`config.mk`:
```
export PLATFORM = sky130hd
export DESIGN_NAME = pwm_multi
export DESIGN_NICKNAME = d
export VERILOG_FILES = /design/src/rtl/pwm_multi.sv
export SDC_FILE = /design/constraint.sdc
export NUM_CORES = 1
export LEC_CHECK = 0
export ABC_AREA = 1
export BUFFER_PORTS_ARGS = -buffer_cell sky130_fd_sc_hd__clkbuf_2
export CORE_MARGIN = 1
export CORE_UTILIZATION = 55
export DETAILED_ROUTE_END_ITERATION = 6
export GPL_TIMING_DRIVEN = 0
export HOLD_SLACK_MARGIN = 0.06
export PLACE_DENSITY = 0.82
export SLEW_MARGIN = 20
export SYNTH_ARGS = -nofsm -noshare
export SYNTH_HDL_FRONTEND = slang
export SYNTH_SLANG_ARGS = --single-unit
```
`constraint.sdc`:
```
create_clock -name clk -period 4.6 [get_ports clk]
set_input_delay 0.92 -clock clk [delete_from_list [all_inputs] [get_ports clk]]
set_output_delay 0.92 -clock clk [all_outputs]
set_load 0.02 [all_outputs]
```
`src/rtl/pwm_multi.sv`:
```
`default_nettype none
// ============================================================================
//  Module      : pwm_multi
//  Description : Multi-channel PWM generator. A shared prescaler produces a
//                one-cycle pwm_step every PERIOD_TICKS clocks; a shared N-bit
//                step counter (edge-aligned sawtooth or center-aligned
//                triangle) feeds CHANNELS duty comparators. Duty values are
//                double-buffered and only become active at a period boundary.
//                Optional macro PWM_DEADTIME_EN adds complementary outputs
//                pwm_out_n with DEAD_CYCLES of rising-edge dead time.
//  Revision    : 1.0 - initial release
// ============================================================================
module pwm_multi #(
    parameter int N            = 4,
    parameter int M            = 7,
    parameter int PERIOD_TICKS = 120,
    parameter int CHANNELS     = 2
`ifdef PWM_DEADTIME_EN
    ,
    parameter int DEAD_CYCLES  = 2
`endif
) (
    input  logic                  clk,
    input  logic                  rst,
    input  logic                  ena,
    input  logic                  center_mode,
    input  logic [CHANNELS-1:0]   duty_wr,
    input  logic [CHANNELS*N-1:0] duty_in,
    output logic                  pwm_step,
    output logic                  period_start,
    output logic [CHANNELS-1:0]   pwm_out
`ifdef PWM_DEADTIME_EN
    ,
    output logic [CHANNELS-1:0]   pwm_out_n
`endif
);

    localparam logic [M-1:0] c_TICK_LAST = M'(PERIOD_TICKS - 1);
    localparam logic [N-1:0] c_CNT_MAX   = {N{1'b1}};
    localparam logic [N-1:0] c_CNT_ONE   = N'(1);

    typedef enum logic {
        DIR_UP   = 1'b0,
        DIR_DOWN = 1'b1
    } dir_t;

    logic [M-1:0] r_ticks;
    logic         r_step;
    logic [N-1:0] r_cnt;
    dir_t         r_dir;
    logic         r_mode;
    logic         r_pstart;
    logic [N-1:0] r_shadow [CHANNELS];
    logic [N-1:0] r_active [CHANNELS];
    logic [N-1:0] w_duty   [CHANNELS];
    logic [CHANNELS-1:0] w_raw;
    logic         w_bnd;

    // Unpack the flat duty bus and form the raw per-channel comparison
    genvar gi;
    generate
        for (gi = 0; gi < CHANNELS; gi++) begin : g_unpack
            assign w_duty[gi] = duty_in[gi*N +: N];
            assign w_raw[gi]  = ena & (r_cnt < r_active[gi]);
        end
    endgenerate

    // A boundary is the step that returns the counter to zero
    assign w_bnd = r_step & (r_mode ? ((r_cnt == c_CNT_ONE) && (r_dir == DIR_DOWN))
                                    : (r_cnt == c_CNT_MAX));

    // Prescaler: ticks wrap at PERIOD_TICKS-1 and emit a registered step pulse
    always_ff @(posedge clk) begin
        if (rst) begin
            r_ticks <= '0;
            r_step  <= 1'b0;
        end else if (ena) begin
            if (r_ticks == c_TICK_LAST) begin
                r_ticks <= '0;
                r_step  <= 1'b1;
            end else begin
                r_ticks <= r_ticks + M'(1);
                r_step  <= 1'b0;
            end
        end else begin
            r_step  <= 1'b0;
        end
    end

    // Step counter: sawtooth or triangle; mode is latched only at a boundary
    always_ff @(posedge clk) begin
        if (rst) begin
            r_cnt    <= '0;
            r_dir    <= DIR_UP;
            r_mode   <= 1'b0;
            r_pstart <= 1'b0;
        end else begin
            r_pstart <= w_bnd;
            if (r_step) begin
                if (w_bnd) begin
                    r_cnt  <= '0;
                    r_dir  <= DIR_UP;
                    r_mode <= center_mode;
                end else if (!r_mode) begin
                    r_cnt <= r_cnt + c_CNT_ONE;
                end else if (r_dir == DIR_UP) begin
                    if (r_cnt == c_CNT_MAX) begin
                        r_cnt <= c_CNT_MAX - c_CNT_ONE;
                        r_dir <= DIR_DOWN;
                    end else begin
                        r_cnt <= r_cnt + c_CNT_ONE;
                    end
                end else begin
                    // Going down at zero cannot happen after a boundary, but
                    // recover to a legal triangle position if it ever does
                    if (r_cnt == '0) begin
                        r_cnt <= c_CNT_ONE;
                        r_dir <= DIR_UP;
                    end else begin
                        r_cnt <= r_cnt - c_CNT_ONE;
                    end
                end
            end
        end
    end

    // Double-buffered duty: shadow takes writes any time, active at boundary
    // (a write coinciding with the boundary goes straight through)
    always_ff @(posedge clk) begin
        if (rst) begin
            for (int i = 0; i < CHANNELS; i++) begin
                r_shadow[i] <= '0;
                r_active[i] <= '0;
            end
        end else begin
            for (int i = 0; i < CHANNELS; i++) begin
                if (duty_wr[i]) begin
                    r_shadow[i] <= w_duty[i];
                end
                if (w_bnd) begin
                    r_active[i] <= duty_wr[i] ? w_duty[i] : r_shadow[i];
                end
            end
        end
    end

    assign pwm_step     = r_step;
    assign period_start = r_pstart;

`ifdef PWM_DEADTIME_EN
    localparam int c_DW = $clog2(DEAD_CYCLES + 2);
    localparam logic [c_DW-1:0] c_DEAD = c_DW'(DEAD_CYCLES);

    logic [c_DW-1:0]     r_run_hi [CHANNELS];
    logic [c_DW-1:0]     r_run_lo [CHANNELS];
    logic [CHANNELS-1:0] r_pwm_p;
    logic [CHANNELS-1:0] r_pwm_n;

    // Dead time: each side rises only after its level has been stable for
    // DEAD_CYCLES clocks; falling edges are immediate, so the pair never overlaps
    always_ff @(posedge clk) begin
        if (rst) begin
            r_pwm_p <= '0;
            r_pwm_n <= '0;
            for (int i = 0; i < CHANNELS; i++) begin
                r_run_hi[i] <= '0;
                r_run_lo[i] <= '0;
            end
        end else begin
            for (int i = 0; i < CHANNELS; i++) begin
                if (w_raw[i]) begin
                    r_run_lo[i] <= '0;
                    r_pwm_n[i]  <= 1'b0;
                    if (r_run_hi[i] < c_DEAD) begin
                        r_run_hi[i] <= r_run_hi[i] + c_DW'(1);
                    end
                    r_pwm_p[i] <= ((32'(r_run_hi[i]) + 32'd1) >= 32'(DEAD_CYCLES));
                end else begin
                    r_run_hi[i] <= '0;
                    r_pwm_p[i]  <= 1'b0;
                    if (r_run_lo[i] < c_DEAD) begin
                        r_run_lo[i] <= r_run_lo[i] + c_DW'(1);
                    end
                    r_pwm_n[i] <= ena &
                                  ((32'(r_run_lo[i]) + 32'd1) >= 32'(DEAD_CYCLES));
                end
            end
        end
    end

    assign pwm_out   = r_pwm_p;
    assign pwm_out_n = r_pwm_n;
`else
    logic [CHANNELS-1:0] r_pwm;

    // Registered comparator outputs, one clock behind the step counter
    always_ff @(posedge clk) begin
        if (rst) begin
            r_pwm <= '0;
        end else begin
            r_pwm <= w_raw;
        end
    end

    assign pwm_out = r_pwm;
`endif

endmodule
`default_nettype wire

```
## Yosys cells after proc, flatten, opt, wreduce, memory -nomap -nowiden

Memory sizes are Yosys's and may differ from the RTL's.
Index checks and enable logic that the tools add are counted.

| cells by class | value |
|---|---|
| order comparisons | 2 |
| bitwise operators | 8 |
| eq/ne operators | 3 |
| add/sub/neg operators | 3 |
| muxes and demuxes | 30 |
| reduce and logical (&&, ||, !) cells | 6 |

Operator list:

| kind | number |
|---|---|
| two-way mux 4 bit | 11 |
| two-way mux 1 bit | 18 |
| less-than comparator 4 bit | 2 |
| adder 7 x 1 -> 7 bit (second input constant) | 1 |
| == test 7 bit (second input constant) | 1 |
| two-way mux 7 bit | 1 |
| adder 4 x 1 -> 4 bit (second input constant) | 1 |
| == test 4 x 1 -> 1 bit (second input constant) | 1 |
| == test 4 bit (second input constant) | 1 |
| zero test 4 bit | 1 |
| OR 1 bit | 4 |
| AND reduction 2 bit | 2 |
| subtractor 4 x 1 -> 4 bit (second input constant) | 1 |
| bitwise AND 1 bit | 3 |
| nonzero test 2 bit | 1 |
| OR reduction 2 bit | 1 |
| logical AND 1 bit | 1 |
| inverter 1 bit | 1 |

| word-level totals | value |
|---|---|
| memories | 2 |
| bits of input ports | 14 |
| bits in writable memories | 16 |
| logic and storage cells | 61 |
| flip-flop bits (word level) | 17 |

Memory list:

| name | words | width | read ports | clocked after Yosys merged registers in | write ports | line | text |
|---|---|---|---|---|---|---|---|
| r_active | 2 | 4 | 2 | 0 | 2 | 54 | `logic [N-1:0] r_active [CHANNELS];` |
| r_shadow | 2 | 4 | 2 | 0 | 2 | 53 | `logic [N-1:0] r_shadow [CHANNELS];` |

## Logic depth before layout (Yosys ltp)

Gate-level depths: netlist (run 1).

| logic depth | value |
|---|---|
| depth after elaboration | 8 |
| mapped depth | 9 |

## Worst setup path before layout (run 1)

No wires, ideal clock.

| path | value |
|---|---|
| path kind | input-to-reg |
| start point | input duty_wr[1] |
| end point | memory r_shadow[0][0], data pin |
| path slack | 3022 ps |
| data arrival time | 1309 ps |
| cell stages on the path | 2 |
| cell sequence | o21ai_1 -> nor2_1 |

RTL lines:

| what | line | text |
|---|---|---|
| from (decl) | 27 | `input logic [CHANNELS-1:0] duty_wr,` |
| to (decl) | 53 |  |

## Final worst setup path (run 1)

| path | value |
|---|---|
| start point | register r_step, in the netlist pwm_step |
| end point | output pwm_step |

RTL lines:

| what | line | text |
|---|---|---|
| from (decl) | 48 | `logic r_step;` |
| from (signal assigned) | 76 | `r_step <= 1'b0;` |
| from (signal assigned) | 80 | `r_step <= 1'b1;` |
| from (signal assigned) | 83 | `r_step <= 1'b0;` |
| to (decl) | 29 | `output logic pwm_step,` |

No word-level cell between the ends.

==> summary by stage, run 1 <==
Logic synthesis
The number of warning messages in the yosys log is 0. The post-synthesis simple-gate area fraction is 0.290. The cell area that synthesis handed to floorplanning was 0.00177 mm². The xor-xnor portion of the synthesized cell area is 0.00495. Of the synthesized area, sequential elements account for 0.464. The post-synthesis cell count is approximately 220. Yosys mapped the design onto 23 distinct sky130hd cell types.

The fraction of synthesized area in multiplexers is 0. The number of flip-flops and latches in the synthesized netlist is 33. Synthesis produced a netlist with a net count of 247.

Of the total synthesized cell area, the portion taken by full adders, half adders and majority gates is 0.0778. The post-synthesis compound-gate area fraction is 0.0821. By area, the combinational part of the netlist is dominated by simple AND/OR/NAND/NOR gates.

The mean area per synthesized cell is 7.96 µm².

Final layout
The number of antenna diodes in the final layout is 0. The layout cell share with drive strength beyond 1 is 0.142. The area occupied by multi-input gates is around 800 µm². In the layout the commonest cells are sky130_fd_sc_hd__nand2_1 (58), sky130_fd_sc_hd__nor2_1 (37), sky130_fd_sc_hd__inv_1 (32). The net count reported at finish is 271.

Across the whole layout, storage elements account for 821 µm². The number of fill cells in the layout is around 300. Relative to the synthesized area, the layout overhead comes to 12.4%. Leaving out fill and tap cells, the most frequent cell in the layout is sky130_fd_sc_hd__nand2_1.

Global route
The global route total overflow is 0. The number of antenna violations at the first check in global routing is 0. For met2 alone, demand over resource in global routing was 0.327. For this run, global-route usage on met1 was measured as 0.267. The met3 capacity usage during global routing is 0.0527. The global-route usage over all layers is 0.207. The global routing's busiest layer is met2.

The largest net degree at the start of global routing is 12. The via count of the first global-routing pass is 1251. The first global-routing pass estimated 5.22 mm of wire.

Routing
The total number of vias is ~1400. The post-detailed-route DRC marker count is 0. In the final routed layout, each cell accounts on average for 10.3 µm. The detail-routed via count per cell is 4.75. Before antenna repair, the detailed router went through 4 iterations. The DRC marker count from the first detailed-route iteration is 57.

The final wirelength is between 2 and 3 mm. Once detail routing completed, the nets flagged for antenna violations numbered 0.

Worst setup path
The worst endpoint data arrival time is 1.03 ns. The required time of the worst setup path is 3.68 ns. STA classifies the critical path endpoint as a primary output. The type of the worst setup path is reg2out. Traced cell by cell, the critical path runs through clkbuf_2. The critical-path maximum fanout is 7. The kind of cell adding the most delay to the critical path is flip-flops. STA classifies the critical path startpoint as a register. The number of buffers and inverters on the critical path is 1.

The highest cell delay on the worst timing path is roughly 0.47 ns. The slowest library cell on the worst path is sky130_fd_sc_hd__dfxtp_1.

STA
The largest clock skew in the final design is 0.00946 ns. Based on the critical path, the design can be clocked at up to 0.512 GHz. The pin slew with the least headroom to its limit is 0.545 ns. After routing, the total negative slack on setup checks comes to 0 ns. The number of hold-slack violations in the final timing report is 0. The setup violation total in the final timing report is 0. The number of pins with negative max-slew slack in the final report is 0. The headroom to the max-slew limit is 0.634.

On the final layout, the worst hold slack is 0.508 ns. The part of the cycle the worst path needs is 0.425. Setup repair after global routing left no endpoint under its margin. The final critical path time including I/O delays and setup is 1.95 ns.

Clock network
The number of buffers inserted by post-CTS setup repair is 0. The clock latency on the worst-skew pair is 0.34 ns. The H-tree depth is 2. In this run, post-CTS hold repair placed 0 buffers. Once the clock tree was built, the resizer swapped 0 gates to a different size. The clock net in this run drives a total of 33 sinks. Clock-pin slew was measured on the worst setup and hold paths at 0.10 ns. The deepest clock path buffer count is 2. The tree is rooted in a sky130_fd_sc_hd__clkbuf_4.

TritonCTS built the clock tree. TritonCTS created 5 clock buffers.

Die
The y dimension of the die is 58.7 µm. For this configuration, the core starts out at a cell density of 0.579. The row count is 20.

The number of I/O pins is 18. The die covers approximately 0.0034 mm². After floorplanning, the core was sized to cover 0.00305 mm². The die width is roughly 59 µm.

Run status
The flow ran to the end, and the final reports show no timing, DRC or antenna violations.

Power and ir drop
The worst-case vdd ir drop is 0.190 mV. Summed over all cells, the static leakage comes to ~0.92 nW. The power density normalized to cell area is approximately 290 mW/mm².

Place
In this run the tool buffered the top-level ports with 17 buffer cells. The HPWL after detailed placement is 2.32 mm. The weighted congestion reported at the end of routability-driven placement is 0.895.

Job
The tool flagged a number of max-cap violations equal to 0.

Hold path
The worst min-delay path category is reg2reg.
[area by class of cell]
class	count	area share
buffer	1	0.00567
clock buffer	5	0.0189
clock inverter	3	0.0208
inverter	35	0.0661
multi-input combinational	153	0.405
sequential	33	0.413
tap	44	0.0277
timing repair buffer	17	0.0428
[cell usage after synthesis]
cell                       instances  area share
sky130_fd_sc_hd__nand3b_1          2      0.0085
sky130_fd_sc_hd__xnor2_1           1      0.0050
sky130_fd_sc_hd__nand2_1          58        0.12
sky130_fd_sc_hd__edfxtp_1         16        0.27
sky130_fd_sc_hd__o21bai_4          1       0.011
sky130_fd_sc_hd__nand2_2           2      0.0071
sky130_fd_sc_hd__nor2_1           37       0.079
sky130_fd_sc_hd__o21a_1            1      0.0042
sky130_fd_sc_hd__nand3_1           6       0.017
sky130_fd_sc_hd__nor3b_1           2      0.0085
sky130_fd_sc_hd__ha_1             11       0.078
sky130_fd_sc_hd__nor3_1            6       0.017
sky130_fd_sc_hd__or2_2             1      0.0035
sky130_fd_sc_hd__a21oi_1          15       0.042
sky130_fd_sc_hd__o21ai_0           3      0.0085
sky130_fd_sc_hd__nand4_1           2      0.0071
sky130_fd_sc_hd__nand3_4           2       0.020
sky130_fd_sc_hd__o21ai_1           2      0.0057
sky130_fd_sc_hd__inv_1            32       0.068
sky130_fd_sc_hd__a21boi_4          1       0.011
sky130_fd_sc_hd__buf_6             1      0.0064
sky130_fd_sc_hd__dfxtp_1          17        0.19
sky130_fd_sc_hd__inv_2             3      0.0064
[flip-flops by register name, indices dropped and copies added, names as in the netlist]
signal / flops
r_shadow: 8
r_active: 8
r_ticks: 7
period_start: 1
pwm_step: 1
r_mode: 1
r_cnt: 4
pwm_out: 2
r_dir: 1
[through the flow]
| step | power (mW) | cell area, µm² | setup WS [ns] | instances | util |
|---|---|---|---|---|---|
| floorplan | 0.352 | 1770 | 3.02 | 222 | - |
| global placement | 0.365 | 1910 | 2.71 | 283 | 0.625 |
| detailed placement | 0.367 | 1910 | 2.68 | 283 | 0.625 |
| CTS | 0.581 | 1990 | 2.64 | 291 | 0.651 |
| global route | 0.604 | 1990 | 2.57 | 291 | 0.651 |
| finish | 0.574 | 1990 | 2.65 | 291 | 0.651 |
[power breakdown]
group / internal (mW) / total (mW) / switching (mW)
Clock: 0.112 / 0.215 / 0.102
Combinational: 0.0126 / 0.0353 / 0.0226
Sequential: 0.321 / 0.324 / 0.00382
[path summary, 6_finish.rpt]
check | cells past startpoint | end | start | slack, ns
hold reg to reg | 2 | r_ticks[0] | r_ticks[0] | 0.51
setup reg to reg | 5 | r_active[0][2] | r_cnt[1] | 2.78
hold / removal | 2 | r_ticks[0] | r_ticks[0] | 0.51
setup / recovery | 1 | pwm_step | pwm_step | 2.65
[per-layer routing]
layer	vias to the layer above	share of wire
met3	5	0.033
met1	611	0.49
met5	-	0
met2	15	0.46
li1	752	-
met4	0	0.014
[logic make-up (layout without fill, tap and decap cells)]
| family | count (synthesis) | in the layout |
|---|---|---|
| AOI/OAI and AO/OA | 23 | 23 |
| and+or+nand+nor | 118 | 118 |
| buffers and inverters | 36 | 61 |
| DFF | 33 | 33 |
| adders and majority gates | 11 | 11 |
| xor gates and xnor gates | 1 | 1 |
Note: power is estimated with default switching activity, not from simulation.
==> run 2, diff against run 1 <==
- CORE_UTILIZATION: 55 -> 52
- PLACE_DENSITY: 0.82 -> 0.81
- clock period: 4.6 -> 1.6 ns (I/O delays scaled with it)
==> run 2 against run 1 <==
Global-route usage is 0.13 points lower. Sequential power rose to 2.9 times the previous value. Die area grew 5.6%. Combinational power grew to 2.9 times the previous value. Total power increased to 2.9 times the previous value. Non-clock buffer count increased by 1. Hold slack got worse by 0.29 ns. Clock skew rose by 0.0059 ns. First-iteration DRC count grew 68%.
==> summary by stage, run 2 (synthesis gave the netlist of run 1 again) <==
STA
The number of pins with negative max-slew slack in the final report came to 0 (unchanged). Setup repair after global routing left no endpoint under its margin. The headroom to the max-slew limit is 0.622 (-0.0121).

The number of hold-slack violations in the final timing report is 0 (unchanged). The part of the cycle the worst path needs is 0.944. The largest clock skew in the final design was 0.0153 ns (+0.00586 ns).

The setup violation total in the final timing report came to 0 (unchanged). The final critical path time including I/O delays and setup is between 1.5 and 2 ns. The smallest hold slack was 0.217 ns (-0.291 ns).

The pin slew with the least headroom to its limit is 0.563 ns (+0.0181 ns). The highest clock rate is 0.662 GHz.

Final layout
The most common cell after layout, fill and taps aside is sky130_fd_sc_hd__nand2_1. The non-filler instance count after layout came to 293 (+0.69%). The layout cell share with drive strength beyond 1 was 0.169 (+0.0270). The antenna diode count is 0 (unchanged). The area occupied by multi-input gates is 827 µm² (+2.8%). The post-layout utilization of the core is 0.646 (-0.00482). The sequential cell area in the final layout was 828 µm² (+0.91%). The number of fill cells in the layout came to 286 (-3.4%). The net count reported at finish is 273 (+0.74%).

Relative to the synthesized area, the layout overhead comes to 14.3%. In the final layout, the registers with the most flip-flops are r_active x8, r_shadow x8, r_ticks x7. In the layout the commonest cells are sky130_fd_sc_hd__nand2_1 (56), sky130_fd_sc_hd__nor2_1 (37), sky130_fd_sc_hd__inv_1 (32).

Die
The y dimension of the die is 60.3 µm (+2.8%). The starting density of the core came to 0.565 (-0.0139). The die width is 60.3 µm (+2.8%). The row count is 20 (unchanged). The core region area is 0.00313 mm² (+2.5%). The number of I/O pins is 18 (unchanged).

The area of the die was 0.00364 mm² (+5.6%).

Routing
The first-pass iteration count of the detailed router is 4 (unchanged). The post-detailed-route count of antenna-violating nets was 0 (unchanged). The post-detailed-route DRC marker count is 0 (unchanged). The top layer used by detailed routing is met4. The post-route met1 wirelength is 1.44 mm (-1.8%). The total number of vias is 1406 (+1.7%).

The routed length per placed instance came to 10.5 µm (+2.5%). The final wirelength is 3.09 mm (+3.2%). The detail-routed via count per cell is 4.80 (+0.97%). The DRC marker count from the first detailed-route iteration was 96 (+68%). The routed wire length on met3 was 94 µm (-4.1%).

The detailed-routed wire length on met2 is 1.48 mm (+6.6%).

Worst setup path
The setup path with the least slack is of type reg2reg. The required time of the worst setup path came to 1.65 ns (-2.03 ns). The worst endpoint data arrival time came to 1.56 ns (+0.53 ns). The kind of start point of the critical path is a register.

The type of element capturing the critical path is a register. The critical path starts at r_cnt[1]. The endpoint identified for the worst register-to-register timing path is r_active[0][0]. The critical path endpoint is r_active[0][0]. The logic depth of the worst register-to-register path was 5 (unchanged). The worst reg-to-reg setup slack is 0.09 ns (-2.69 ns). The startpoint of the lowest-slack register-to-register path is r_cnt[1]. The critical-path maximum fanout is 7 (unchanged).

Hold path
The worst min-delay path category is in2reg.

Power and ir drop
The power after layout is 1.64 mW (+190%). The sequential power share is 0.565 (about the same). The internal power summed over all cells was 1.28 mW (+190%). The clock group share of total power is 0.371 (-0.003).

The power density normalized to cell area is 814 mW/mm² (+180%). The proportion of power drawn by combinational gates is 0.064 (+0.003). The net switching component of the power is 0.363 mW (+180%).

The static leakage is 0.929 nW (+1.1%). The worst-case vdd ir drop came to 0.753 mV (+300%). The net switching share of the total power is 0.221 (-0.00329).

Global route
The global route total overflow is 0 (unchanged). The largest net degree at the start of global routing is 11 (-1). The number of antenna violations at the first check in global routing is 0 (unchanged).

The via count of the first global-routing pass is 1332 (+6.5%). The global-route wire length before repair was 5.41 mm (+3.6%). The global-route usage over all layers is 0.206 (-0.00135).

Place
The count of buffers inserted at the top-level ports is 17 (unchanged). The half-perimeter wire length of the detailed placement result is 2.30 mm (-0.89%). The weighted congestion reported at the end of routability-driven placement was 0.821 (-8.2%). The count of placed standard cells including taps is 283 (unchanged).

Job
The number of max-capacitance violations reported is 0 (unchanged).

Clock network
The H-tree depth is 2 (unchanged). The deepest clock path buffer count is 2 (unchanged). The clock transition at the registers of the reported paths was 0.10 ns (about the same).

The clock sink count came to 33 (unchanged). The number of buffers added by the clock tree synthesis step is 5 (unchanged). The clock tree from TritonCTS is built.

The number of hold buffers added after CTS is 0 (unchanged). The clock latency on the worst-skew pair came to 0.34 ns (about the same). The root buffer selected by CTS is sky130_fd_sc_hd__clkbuf_4.

Run status
The flow ran to the end, and the final reports show no timing, DRC or antenna violations.
-- run 2: cell types whose count changed in the layout (fill, tap and decap cells not counted), sizes merged --
cell / delta
nand2: +1
clkinvlp: -1
clkbuf: +1
buf: +1
-- run 2: worst min-delay path by stage --
| stage | to | cells past startpoint | startpoint | slack (ns) |
|---|---|---|---|---|
| floorplan | pwm_step | 1 | rst | 0.39 |
| detailed placement | r_ticks[6] | 2 | r_ticks[6] | 0.51 |
| finish | r_mode | 3 | center_mode | 0.22 |
| global placement | r_ticks[0] | 2 | r_ticks[0] | 0.49 |
| global route | r_mode | 3 | center_mode | 0.21 |
| CTS | r_mode | 3 | center_mode | 0.21 |
-- run 2: what timing repair did --
| action | 4_1_cts | 5_1_grt |
|---|---|---|
| cloned | 0 | 1 |
| pin swaps | 0 | 3 |
| setup endpoints to repair | 15 | 12 |
| resized for setup | 5 | 4 |
| buffers inserted | 0 | 1 |
-- run 2: final cells by class --
class	instances	share of cell area
clock inverters	2	0.0167
multi-input cells	154	0.409
flip-flops and latches	33	0.410
inverters	35	0.0650
plain buffers	1	0.00557
clock buffers	6	0.0204
well taps	44	0.0272
repair buffers	18	0.0458
-- run 2: metrics by stage --
stage	setup TNS [ns]	setup slack (ns)	cell area (µm²)
finish	0	0.0895	2020
CTS	0	0.0202	2000
global route	0	0.00292	2020
detailed placement	-2.17	-0.253	1910
global placement	-1.48	-0.179	1910
floorplan	0	0.0265	1770
-- run 2: power by group through the flow --
| stage | combinational (mW) | sequential (mW) | clock [mW] |
|---|---|---|---|
| finish | 0.104 | 0.929 | 0.611 |
| global route | 0.122 | 0.934 | 0.670 |
| detailed placement | 0.102 | 0.952 | 0 |
| CTS | 0.104 | 0.933 | 0.626 |
| floorplan | 0.0570 | 0.954 | 0 |
| global placement | 0.0983 | 0.951 | 0 |
-- run 2: critical path, stage by stage (launching register included) --
cell and delay (ns):
sky130_fd_sc_hd__dfxtp_4 0.40, sky130_fd_sc_hd__ha_2 0.23, sky130_fd_sc_hd__nand3_4 0.11, sky130_fd_sc_hd__a21boi_4 0.25
sky130_fd_sc_hd__nand2_2 0.11, sky130_fd_sc_hd__nand2_2 0.12
-- run 2: routing by layer --
metal / global-route usage / up-vias
li1: - / 763
met1: 0.247 / 605
met2: 0.344 / 29
met3: 0.0455 / 9
met4: 0.110 / 0
met5: 0 / -
==> run 3, diff against run 2 <==
- RECOVER_POWER: default -> 50
==> run 3 against run 2 <==
Count of clock-buffer cells in the layout did not move. Die area unchanged. Global-route usage unchanged. Cell area fell by 0.25%. Clock power about the same. Via count about the same. Hold slack hardly changed. Combinational power about the same. Critical path depth stayed put. Register-to-register slack is essentially flat. Worst setup slack is essentially flat. Sequential cell count stayed put.
==> summary by stage, run 3 (synthesis gave the netlist of run 1 again) <==
Worst setup path
Counting stages on the worst path, the most repeated cell is sky130_fd_sc_hd__nand2_2. The highest cell delay on the worst timing path is 0.40 ns (about the same). The signal on the critical path passes through ha_2, nand3_4, a21boi_4, nand2_2, nand2_2. The number of gates on the worst path with buffers counted is 5 (unchanged). The kind of cell adding the most delay to the critical path is flip-flops. The logic depth of the worst register-to-register path is 5 (unchanged). STA classifies the critical path endpoint as a register. The critical-path maximum fanout is 7 (unchanged). The worst endpoint data arrival time is 1.56 ns (about the same). The kind of start point of the critical path is a register. The required time of the worst setup path is 1.65 ns (about the same). The slowest library cell on the worst path is sky130_fd_sc_hd__dfxtp_4. The sum of buffers and inverters on the critical path is 0 (unchanged). The critical path in this run is classified as reg2reg.

Global route
The largest net degree at the start of global routing is 11 (unchanged). The global route total overflow is 0 (unchanged). The global-route wire length before repair is 5.41 mm (unchanged). The number of antenna violations at the first check in global routing was 0 (unchanged). The via count of the first global-routing pass came to 1332 (unchanged). The global-route usage over all layers is 0.206 (unchanged).

Power and ir drop
The power after layout is 1.64 mW (about the same). The power density normalized to cell area was 815 mW/mm² (+0.19%). The worst-case vdd ir drop is 0.753 mV (about the same).

The static leakage is 0.916 nW (-1.4%).

STA
The number of pins with negative max-slew slack in the final report is 0 (unchanged). The number of hold-slack violations in the final timing report is 0 (unchanged). The headroom to the max-slew limit is 0.622 (about the same). The final critical path time including I/O delays and setup came to 1.51 ns (+0.000170 ns).

The setup violation total in the final timing report is 0 (unchanged). Setup repair after global routing left no endpoint under its margin. The pin slew with the least headroom to its limit was 0.562 ns (-0.000223 ns). The total negative slack for setup checks is 0 ns (unchanged). The largest clock skew in the final design is 0.0153 ns (-0.0000133 ns). The part of the cycle the worst path needs is 0.944 (about the same). The highest clock rate was 0.662 GHz (about the same).

Job
The number of max-capacitance violations reported is 0 (unchanged).

Place
The total cell area at the placement stage is 0.00191 mm² (unchanged). The weighted congestion reported at the end of routability-driven placement came to 0.821 (unchanged). The half-perimeter wire length of the detailed placement result is 2.30 mm (unchanged). The count of placed standard cells including taps is 283 (unchanged). The count of buffers inserted at the top-level ports was 17 (unchanged).

Die
The core region area came to 0.00313 mm² (unchanged). The die width is 60.3 µm (unchanged). The number of I/O pins is 18 (unchanged). The y dimension of the die is 60.3 µm (unchanged). The area of the die came to 0.00364 mm² (unchanged). The row count is 20 (unchanged). The starting density of the core was 0.565 (unchanged).

Final layout
The post-layout utilization of the core is 0.644 (-0.00160). The sequential cell area in the final layout was 828 µm² (unchanged). The layout cell share with drive strength beyond 1 came to 0.153 (-0.0161). The net count reported at finish is 273 (unchanged).

In the layout the commonest cells are sky130_fd_sc_hd__nand2_1 (56), sky130_fd_sc_hd__nor2_1 (37), sky130_fd_sc_hd__inv_1 (32). The layout overhead on the synthesized area is 14.0%. The most common cell after layout, fill and taps aside is sky130_fd_sc_hd__nand2_1. The antenna diode count was 0 (unchanged). The non-filler instance count after layout came to 293 (unchanged).

The total non-filler cell area in the finished layout is 0.00202 mm² (-0.25%). In the final layout, the registers with the most flip-flops are r_active x8, r_shadow x8, r_ticks x7. The area occupied by multi-input gates is 827 µm² (unchanged).

The number of fill cells in the layout is 289 (+1.0%).

Routing
The DRC marker count from the first detailed-route iteration is 96 (unchanged). The post-detailed-route count of antenna-violating nets is 0 (unchanged). The post-detailed-route DRC marker count is 0 (unchanged). The final wirelength was 3.10 mm (+0.29%). The routed length per placed instance is 10.6 µm (+0.29%). The detail-routed via count per cell is 4.80 (about the same). The first-pass iteration count of the detailed router is 4 (unchanged).

The total number of vias is 1407 (+0.071%).

Hold path
The worst min-delay path category is in2reg. The cell depth of the worst hold path is 3 (unchanged).

Clock network
The clock sink count is 33 (unchanged). The H-tree depth was 2 (unchanged). The clock tree from TritonCTS is built. CTS placed an instance of sky130_fd_sc_hd__clkbuf_4 at the clock tree root.

The number of buffers added by the clock tree synthesis step came to 5 (unchanged). The deepest clock path buffer count was 2 (unchanged). The clock transition at the registers of the reported paths is 0.10 ns (about the same).

The clock latency on the worst-skew pair is 0.34 ns (about the same).

Run status
The run finished with clean final reports.
==> run 3: cell counts in the layout (fill, tap and decap cells not counted) <==
No cell type changed its count.
==> run 3: stage by stage <==
step	hold slack [ns]	setup WS, ns
after floorplan	0.392	0.0265
after global placement	0.490	-0.179
after detailed placement	0.507	-0.253
after CTS	0.206	0.0202
after global routing	0.206	0.00292
final	0.217	0.0893
==> run 3: repair_timing <==
action                     4_1_cts  5_1_grt
setup endpoints to repair       15       12
hold buffers                     0        0
buffers inserted                 0        1
gates resized for setup          5        4
cloned                           0        1
pin swaps                        0        3
==> run 3: final timing paths <==
check                                 start             end  slack, ns
worst max-delay path               r_cnt[1]  r_active[0][0]       0.09
worst min-delay path            center_mode          r_mode       0.22
worst max register to register     r_cnt[1]  r_active[0][0]       0.09
worst min register to register   r_ticks[0]      r_ticks[0]       0.51
==> run 3: worst reg2reg max path: stages (launching register included) <==
cell and delay (ns):
sky130_fd_sc_hd__dfxtp_4 0.40, sky130_fd_sc_hd__ha_2 0.23, sky130_fd_sc_hd__nand3_4 0.11, sky130_fd_sc_hd__a21boi_4 0.25, sky130_fd_sc_hd__nand2_2 0.11, sky130_fd_sc_hd__nand2_2 0.12
==> run 3: metal layers <==
layer	GRT usage	part of all wire
met3	0.0455	0.034
met5	0	0
met4	0.110	0.025
met1	0.247	0.46
met2	0.344	0.48
==> run 3: area by class of cell <==
type | count | area share
tap | 44 | 0.0273
timing repair buffer | 18 | 0.0435
sequential | 33 | 0.411
buffer | 1 | 0.00559
multi-input combinational | 154 | 0.410
clock buffer | 6 | 0.0205
clock inverter | 2 | 0.0168
inverter | 35 | 0.0652
==> run 3: report_power, final <==
group / internal, mW / total [mW] / switching, mW
Clock: 0.325 / 0.611 / 0.285
Combinational: 0.0363 / 0.103 / 0.0672
Sequential: 0.918 / 0.929 / 0.0108
